**src/rtl/mux_arb_pkg.sv**
```systemverilog
// Shared types and constants for the four-way
// round-robin burst arbiter.
package mux_arb_pkg;

  localparam int N_REQ = 4;
  localparam int SEL_W = 2;
  localparam int CNT_W = 8;

  typedef enum logic {
    IDLE,
    BUSY
  } arb_state_t;

  function automatic logic [N_REQ-1:0] onehot(
    input logic [SEL_W-1:0] idx
  );
    return {{(N_REQ-1){1'b0}}, 1'b1} << idx;
  endfunction

endpackage

```
**src/rtl/arb_rr_pick.sv**
```systemverilog
// Rotating priority pick: first request at or
// after ptr, ascending modulo 4.
module arb_rr_pick
  import mux_arb_pkg::*;
(
  input  logic [N_REQ-1:0] req,
  input  logic [SEL_W-1:0] ptr,
  output logic             found,
  output logic [SEL_W-1:0] idx
);

  logic [2*N_REQ-1:0] dbl;
  logic [N_REQ-1:0]   rot;
  logic [SEL_W-1:0]   off;

  assign dbl = {req, req};
  assign rot = dbl[ptr +: N_REQ];

  // fixed-priority pick on the rotated vector
  always_comb begin
    off = '0;
    priority case (1'b1)
      rot[0]: off = 2'd0;
      rot[1]: off = 2'd1;
      rot[2]: off = 2'd2;
      rot[3]: off = 2'd3;
      default: off = '0;
    endcase
  end

  assign found = |req;
  assign idx   = off + ptr;

endmodule

```
**src/rtl/mux_rr_arbiter.sv**
```systemverilog
// Round-robin burst arbiter driving a 4:1 mux
// onto one downstream valid/ready channel.
module mux_rr_arbiter #(
  parameter int DATA_W = 32,
  parameter int N_REQ  = 4
) (
  input  logic                    clk,
  input  logic                    rstn,
  input  logic [N_REQ-1:0]        in_valid,
  input  logic [N_REQ*DATA_W-1:0] in_data,
  input  logic [N_REQ-1:0]        in_last,
  output logic [N_REQ-1:0]        in_ready,
  output logic                    out_valid,
  output logic [DATA_W-1:0]       out_data,
  output logic                    out_last,
  input  logic                    out_ready,
  output logic [N_REQ-1:0]        grant,
  output logic [1:0]              sel,
  output logic                    busy,
  output logic [7:0]              beat_cnt
);

  import mux_arb_pkg::*;

  arb_state_t       state;
  arb_state_t       state_nx;
  logic [N_REQ-1:0] grant_q;
  logic [SEL_W-1:0] sel_q;
  logic [SEL_W-1:0] ptr;
  logic [CNT_W-1:0] cnt;
  logic             found;
  logic [SEL_W-1:0] win;
  logic             hs;
  logic             hs_last;

  arb_rr_pick u_pick (
    .req   (in_valid),
    .ptr   (ptr),
    .found (found),
    .idx   (win)
  );

  assign busy     = (state == BUSY);
  assign grant    = grant_q;
  assign sel      = sel_q;
  assign beat_cnt = cnt;

  // data mux and ready steering for the owner
  always_comb begin
    out_valid = 1'b0;
    out_data  = '0;
    out_last  = 1'b0;
    in_ready  = '0;
    if (busy) begin
      out_valid       = in_valid[sel_q];
      out_data        =
        in_data[int'(sel_q)*DATA_W +: DATA_W];
      out_last        = in_last[sel_q];
      in_ready[sel_q] = out_ready;
    end
  end

  assign hs      = out_valid & out_ready;
  assign hs_last = hs & out_last;

  // next state: claim on any request, free on last
  always_comb begin
    state_nx = state;
    unique case (state)
      IDLE: if (found)   state_nx = BUSY;
      BUSY: if (hs_last) state_nx = IDLE;
      default:           state_nx = IDLE;
    endcase
  end

  // state register
  always_ff @(posedge clk or negedge rstn) begin
    if (!rstn) state <= IDLE;
    else       state <= state_nx;
  end

  // grant, select, pointer and beat counter
  always_ff @(posedge clk or negedge rstn) begin
    if (!rstn) begin
      grant_q <= '0;
      sel_q   <= '0;
      ptr     <= '0;
      cnt     <= '0;
    end else begin
      unique case (state)
        IDLE: begin
          if (found) begin
            grant_q <= onehot(win);
            sel_q   <= win;
            cnt     <= '0;
          end
        end
        BUSY: begin
          if (hs_last) begin
            grant_q <= '0;
            ptr     <= sel_q + 1'b1;
            cnt     <= '0;
          end else if (hs && cnt != '1) begin
            cnt <= cnt + 1'b1;
          end
        end
        default: ;
      endcase
    end
  end

  a_grant_1hot: assert property (
    @(posedge clk) disable iff (!rstn)
    $onehot0(grant_q));

  a_grant_busy: assert property (
    @(posedge clk) disable iff (!rstn)
    (grant_q != '0) == busy);

  a_sel_idx: assert property (
    @(posedge clk) disable iff (!rstn)
    busy |-> grant_q == onehot(sel_q));

  a_ready_1: assert property (
    @(posedge clk) disable iff (!rstn)
    $countones(in_ready) <= 1);

endmodule
```
**config.mk**
```make
export PLATFORM = sky130hd
export DESIGN_NAME = mux_rr_arbiter
export DESIGN_NICKNAME = d
export VERILOG_FILES = /design/src/rtl/mux_arb_pkg.sv /design/src/rtl/arb_rr_pick.sv /design/src/rtl/mux_rr_arbiter.sv
export SDC_FILE = /design/constraint.sdc
export NUM_CORES = 1
export LEC_CHECK = 0
export CAP_MARGIN = 40
export CORE_AREA = 2 2 63 125
export CTS_CLUSTER_SIZE = 25
export DETAILED_ROUTE_END_ITERATION = 8
export DIE_AREA = 0 0 65 127
export GPL_ROUTABILITY_DRIVEN = 0
export PLACE_DENSITY = 0.76
export SYNTH_ARGS = -nofsm -noshare
export SYNTH_HDL_FRONTEND = slang
export SYNTH_SLANG_ARGS = --single-unit
```
**constraint.sdc**
```tcl
create_clock -name clk -period 2.6 [get_ports clk]
set_clock_uncertainty 0.15 [all_clocks]
set_input_delay 0.65 -clock clk [delete_from_list [all_inputs] [get_ports clk]]
set_output_delay 0.65 -clock clk [all_outputs]
set_load 0.01 [all_outputs]
```
# Word-level counts from Yosys, hierarchy flattened
# Cells that the tools add are included.
[word_totals]
reg_bits = 17
inputBits = 139
word_cells = 52
[op_classes]
add_sub_neg = 3
order_cmp = 2
n_eq_ne = 4
n_shift = 3
muxes = 24
bitwise_logic = 4
n_reduce_logical = 7
[ops]
columns = ["cell", "n"]
rows = [
  ["$shiftx A128 B8 Y32", 1],
  ["$mux W32", 1],
  ["$mux W8", 3],
  ["$pmux W8 S2", 1],
  ["$mux W4", 3],
  ["$add A8 B1 Y8 const B", 1],
  ["$mux W2", 4],
  ["$ne A8 B8 Y1 const B", 1],
  ["$pmux W4 S2", 1],
  ["$reduce_and A2 Y1", 4],
  ["$shiftx A8 B3 Y4", 1],
  ["$mux W1", 7],
  ["$and A4 B4 Y4", 1],
  ["$bmux W1 S2", 2],
  ["$reduce_or A4 Y1", 1],
  ["$shl A1 B2 Y4 const A", 1],
  ["$lt A2 B3 Y1 const B", 1],
  ["$ne A3 B1 Y1 const B", 1],
  ["$add A2 B1 Y2 const B", 1],
  ["$add A2 B2 Y2", 1],
  ["$and A1 B1 Y1", 2],
  ["$demux W1 S2", 1],
  ["$ge A2 B1 Y1 const B", 1],
  ["$logic_and A1 B1 Y1", 2],
  ["other kinds (4)", 4],
]

# Longest topological paths before layout
[logic_depth]
ltp_word = 9
depth_mapped = 9
mapped_depth_nobuf = 8

# Hierarchy
# A second synthesis with hierarchy kept.
[unflattened]
cells_unflattened = 185
area_unflattened_um2 = 2119.5
[modules_own_cells]
columns = ["module", "n_inst", "cells_per_inst", "area_per_inst_um2", "seq_area_each_um2"]
rows = [
  ["mux_rr_arbiter", 1, 163, 1958.1, 425.4],
  ["arb_rr_pick", 1, 22, 161.4, 0.0],
]

# Worst setup path before layout
# No wires, ideal clock.
[synth_path]
path_kind = "reg2out"
from = "register sel_q[0], in the netlist sel[0]"
to = "output out_data[10]"
arrival_time_ns = 1.601
setup_slack_ns = 0.199
path_stages_with_launch = 5
path_buffers = 2
path_cell_list = "dfrtp_1 > buf_6 > buf_2 > mux4_2 > and2_1"
[synth_via]
elab_chain_cells = 2
[synth_lines]
columns = ["element", "line_no", "source"]
rows = [
  ["start: declaration", "mux_rr_arbiter.sv:28", "logic [SEL_W-1:0] sel_q;"],
  ["start signal: assignment", "mux_rr_arbiter.sv:94", "sel_q <= win;"],
  ["$shiftx A128 B8 Y32", "mux_rr_arbiter.sv:57", "in_data[int'(sel_q)*DATA_W +: DATA_W];"],
  ["$mux W32", "mux_rr_arbiter.sv:54", "if (busy) begin"],
  ["end: declaration", "mux_rr_arbiter.sv:14", "output logic [DATA_W-1:0] out_data,"],
]
# Every way passes these cells.

# Final worst setup path
[layout_path]
from = "input in_data[8]"
to = "output out_data[8]"
[layout_via]
elab_chain_cells = 2
[layout_lines]
columns = ["element", "line_no", "source"]
rows = [
  ["start: declaration", "mux_rr_arbiter.sv:10", "input logic [N_REQ*DATA_W-1:0] in_data,"],
  ["$shiftx A128 B8 Y32", "mux_rr_arbiter.sv:57", ""],
  ["$mux W32", "mux_rr_arbiter.sv:54", ""],
]
# Every way passes these cells.

==> summary.txt <==
====================================================================================
Number of vias after detailed routing                                           2555
Critical Path RT                                                             1.80 ns
Final Power                                                                  3410 uW
Kind of cell adding the most delay to the critical path                 buffers and inverters
Cell Count, Final, Fillers Out                                                   493
Total routing usage reported by global routing                                 20.7%
Synthesis-to-finish area growth                                                 109%
Register-to-register setup slack                                             0.30 ns
Primary flip-flop cell chosen by synthesis mapping                           dfrtp_1
Horiz. Die Dim                                                                 65 um
Classification of the worst setup path                                  input pin to primary output
Wire length reported by the detailed router                                  8.73 mm
# port buffers                                                                   191
Category of the worst setup path launch point                              input pin
GRT Residual Overflow                                                              0
Clock buffer count from CTS                                                        3
CTS clk-pin slew, worst paths                                                0.05 ns
TritonCTS clock tree                                                            done
Starting density of the core                                                   29.5%
Transition time of the tightest slew-check pin                              0.431 ns
# H-tree levels                                                                    1
Final Hold Fails                                                                   0
WL met3                                                                       690 um
Die ar.                                                                    8260 um^2
Buffers from clock root to sink, at most                                           2
Post-route ant nets                                                                0
Io pins                                                                          192
Insertion delay of the later-clocked pin in the worst-skew pair              0.25 ns
Wire length of the first global-routing pass                                 13.4 mm
Gate count after technology mapping                                              195
Maximum cell stage delay along the critical path                             0.45 ns
Synthesis Warnings                                                                 0
Initial antenna violation count                                                    1
Number of nets in the layout                                                     546
Met1 Wirelength                                                              2.94 mm
Seq/Total Area, Yosys                                                          20.0%
Post-synthesis instance area                                               2130 um^2
Top cell type's share of synthesized area                                      36.0%
Worst min path class                                                    flip-flop to flip-flop
Average wire per cell in the routed design                                   17.7 um
Final period util                                                              99.6%
Finish-stage setup viols                                                           0
Final slew viol count                                                              0
Highest achievable clock rate                                              0.386 GHz
Syn_nets                                                                         340
Met2 layer wire length in the routed design                                  4.77 mm
Cell area power density                                                  766 nW/um^2
Critical path capture point type                                        primary output
Avg Inst Size Synth                                                        10.9 um^2
Area inside the core boundary                                              7210 um^2
Ordered cell list for the critical path                                 clkdlybuf4s50_1, mux4_2, and2_4, buf_6
# rows                                                                            44
Library cell used as clock root buffer                                     clkbuf_16
Maximum vdd drop                                                            0.790 mV
Post-CTS Hold Fix Bufs                                                             0
Result of the run                                                          completed
Mean number of vias per cell                                                    5.18
DP Wirelength                                                                7.15 mm
Slew Limit Headroom                                                            71.0%
Number of enable flip-flop cells after synthesis                                   0
Most frequent cells in the layout                                       dlymetal6s2s_1, dlygate4sd2_1, clkdlybuf4s50_1, mux4_2, and2_1
Maximum number of pins on one net before global-route repair                      33
DR top layer                                                                    met4
Proportion of synthesized flip-flops having asynchronous set or reset           100%
Max_cap viols                                                                      0
Top cells by area in the synthesized netlist                            mux4_2, dfrtp_1, and2_1
Initial drt markers                                                               80
Minimum setup slack in the final design                                   0.00974 ns
Flop and latch count out of synthesis                                             17
Worst-path fanout max                                                              1
Placed cell count                                                                487
Static leakage power                                                      0.00249 uW
Final critical path time including I/O delays and setup                      2.59 ns
Top cell type by total area after synthesis                                   mux4_2
Setup total negative slack                                                      0 ns
Critical path buffers and inverters                                                2
Commonest non-fill, non-tap cell in the layout                          dlymetal6s2s_1
RSZ-0062 raised after global routing                                              no
Number of unique standard cell types used by synthesis                            43
Residual DRC                                                                       0
Worst EP arrival                                                             1.79 ns
Highest-delay cell along the critical path                                    mux4_2
Die Y-Extent                                                                  127 um
Placement Setup Slack                                                      -0.474 ns
Fraction of final layout cells with drive strength greater than 1              31.0%
Via count of the first global-routing pass                                      2712
# clock sinks                                                                     17
Number of iterations in the first detailed-routing pass                            4
====================================================================================
state kept, by name, indices dropped and copies added (netlist names):
register	flops
beat_cnt	8
ptr	2
sel	2
grant	4
busy	1
routing by layer:
metal  track usage (%)  up-vias
met4              9.64        0
met1              20.7     1214
met2              38.6      129
li1                  -     1185
met5                 0        -
met3              5.28       27
path summary, 6_finish.rpt:
check | cells past startpoint | to | from
max in group asynchronous | 2 | sel[0] | rstn
min in group asynchronous | 2 | ptr[1] | rstn
max | 4 | out_data[8] | in_data[8]
min reg2reg | 2 | grant[1] | grant[1]
min | 2 | grant[1] | grant[1]
max reg2reg | 7 | beat_cnt[0] | sel[0]
layout make-up:
type,count,area (um^2)
repair buffers,216,2150
multi-input cells,157,1660
fillers,588,2760
clock buffers,4,78.8
diodes,1,2.50
inverters,6,22.5
flip-flops and latches,17,427
well taps,92,115
cells in the mapped netlist (2+ instances only):
master	n
a211o_1	4
a21oi_1	2
a31oi_1	3
and2_1	35
and3_1	7
buf_2	6
clkbuf_1	7
dfrtp_1	17
ha_1	6
inv_1	6
mux2_2	2
mux4_2	34
nand2_1	7
nand3_1	8
nor2_1	4
nor2b_1	2
nor3_1	6
nor4_1	4
o21ai_0	4
o31ai_1	5
or2_2	2
or3_1	3
logic make-up after synthesis:
| kind of cell | synth area share, % |
|---|---|
| adder cells (fa/ha/maj) | 3.53 |
| flip-flops | 20.0 |
| AND/OR/NAND/NOR | 24.0 |
| multiplexers | 37.0 |
| AO/OA/AOI/OAI | 11.1 |
| buffers and inverters | 4.41 |
tightest hold or removal path, cell delays in order (launching register included):
cell and delay (ns):
dfrtp_1 0.33, nand3_1 0.07, o31ai_1 0.07
report_power, final:
group | total (uW) | internal, uW | leakage [uW] | switching [uW]
clock network | 313 | 209 | 0.0000382 | 104
registers | 459 | 353 | 0.000218 | 106
logic | 2640 | 1540 | 0.00223 | 1100
timing repair:
item	CTS	global route
gates cloned	0	0
buffers inserted	1	0
gates resized for setup	200	84
setup endpoints to repair	42	33
pin swaps	3	0
through the flow:
| stage | instance area [um^2] | util [%] | hold slack (ns) |
|---|---|---|---|
| 2_1_floorplan | 2130 | - | 0.204 |
| 3_3_place_gp | 4300 | 59.7 | 0.339 |
| 3_5_place_dp | 4300 | 59.7 | 0.346 |
| 4_1_cts | 4220 | 58.5 | 0.359 |
| 5_1_grt | 4450 | 61.8 | 0.379 |
| 6_report | 4450 | 61.8 | 0.358 |
Power figures use the tool's default switching activity.
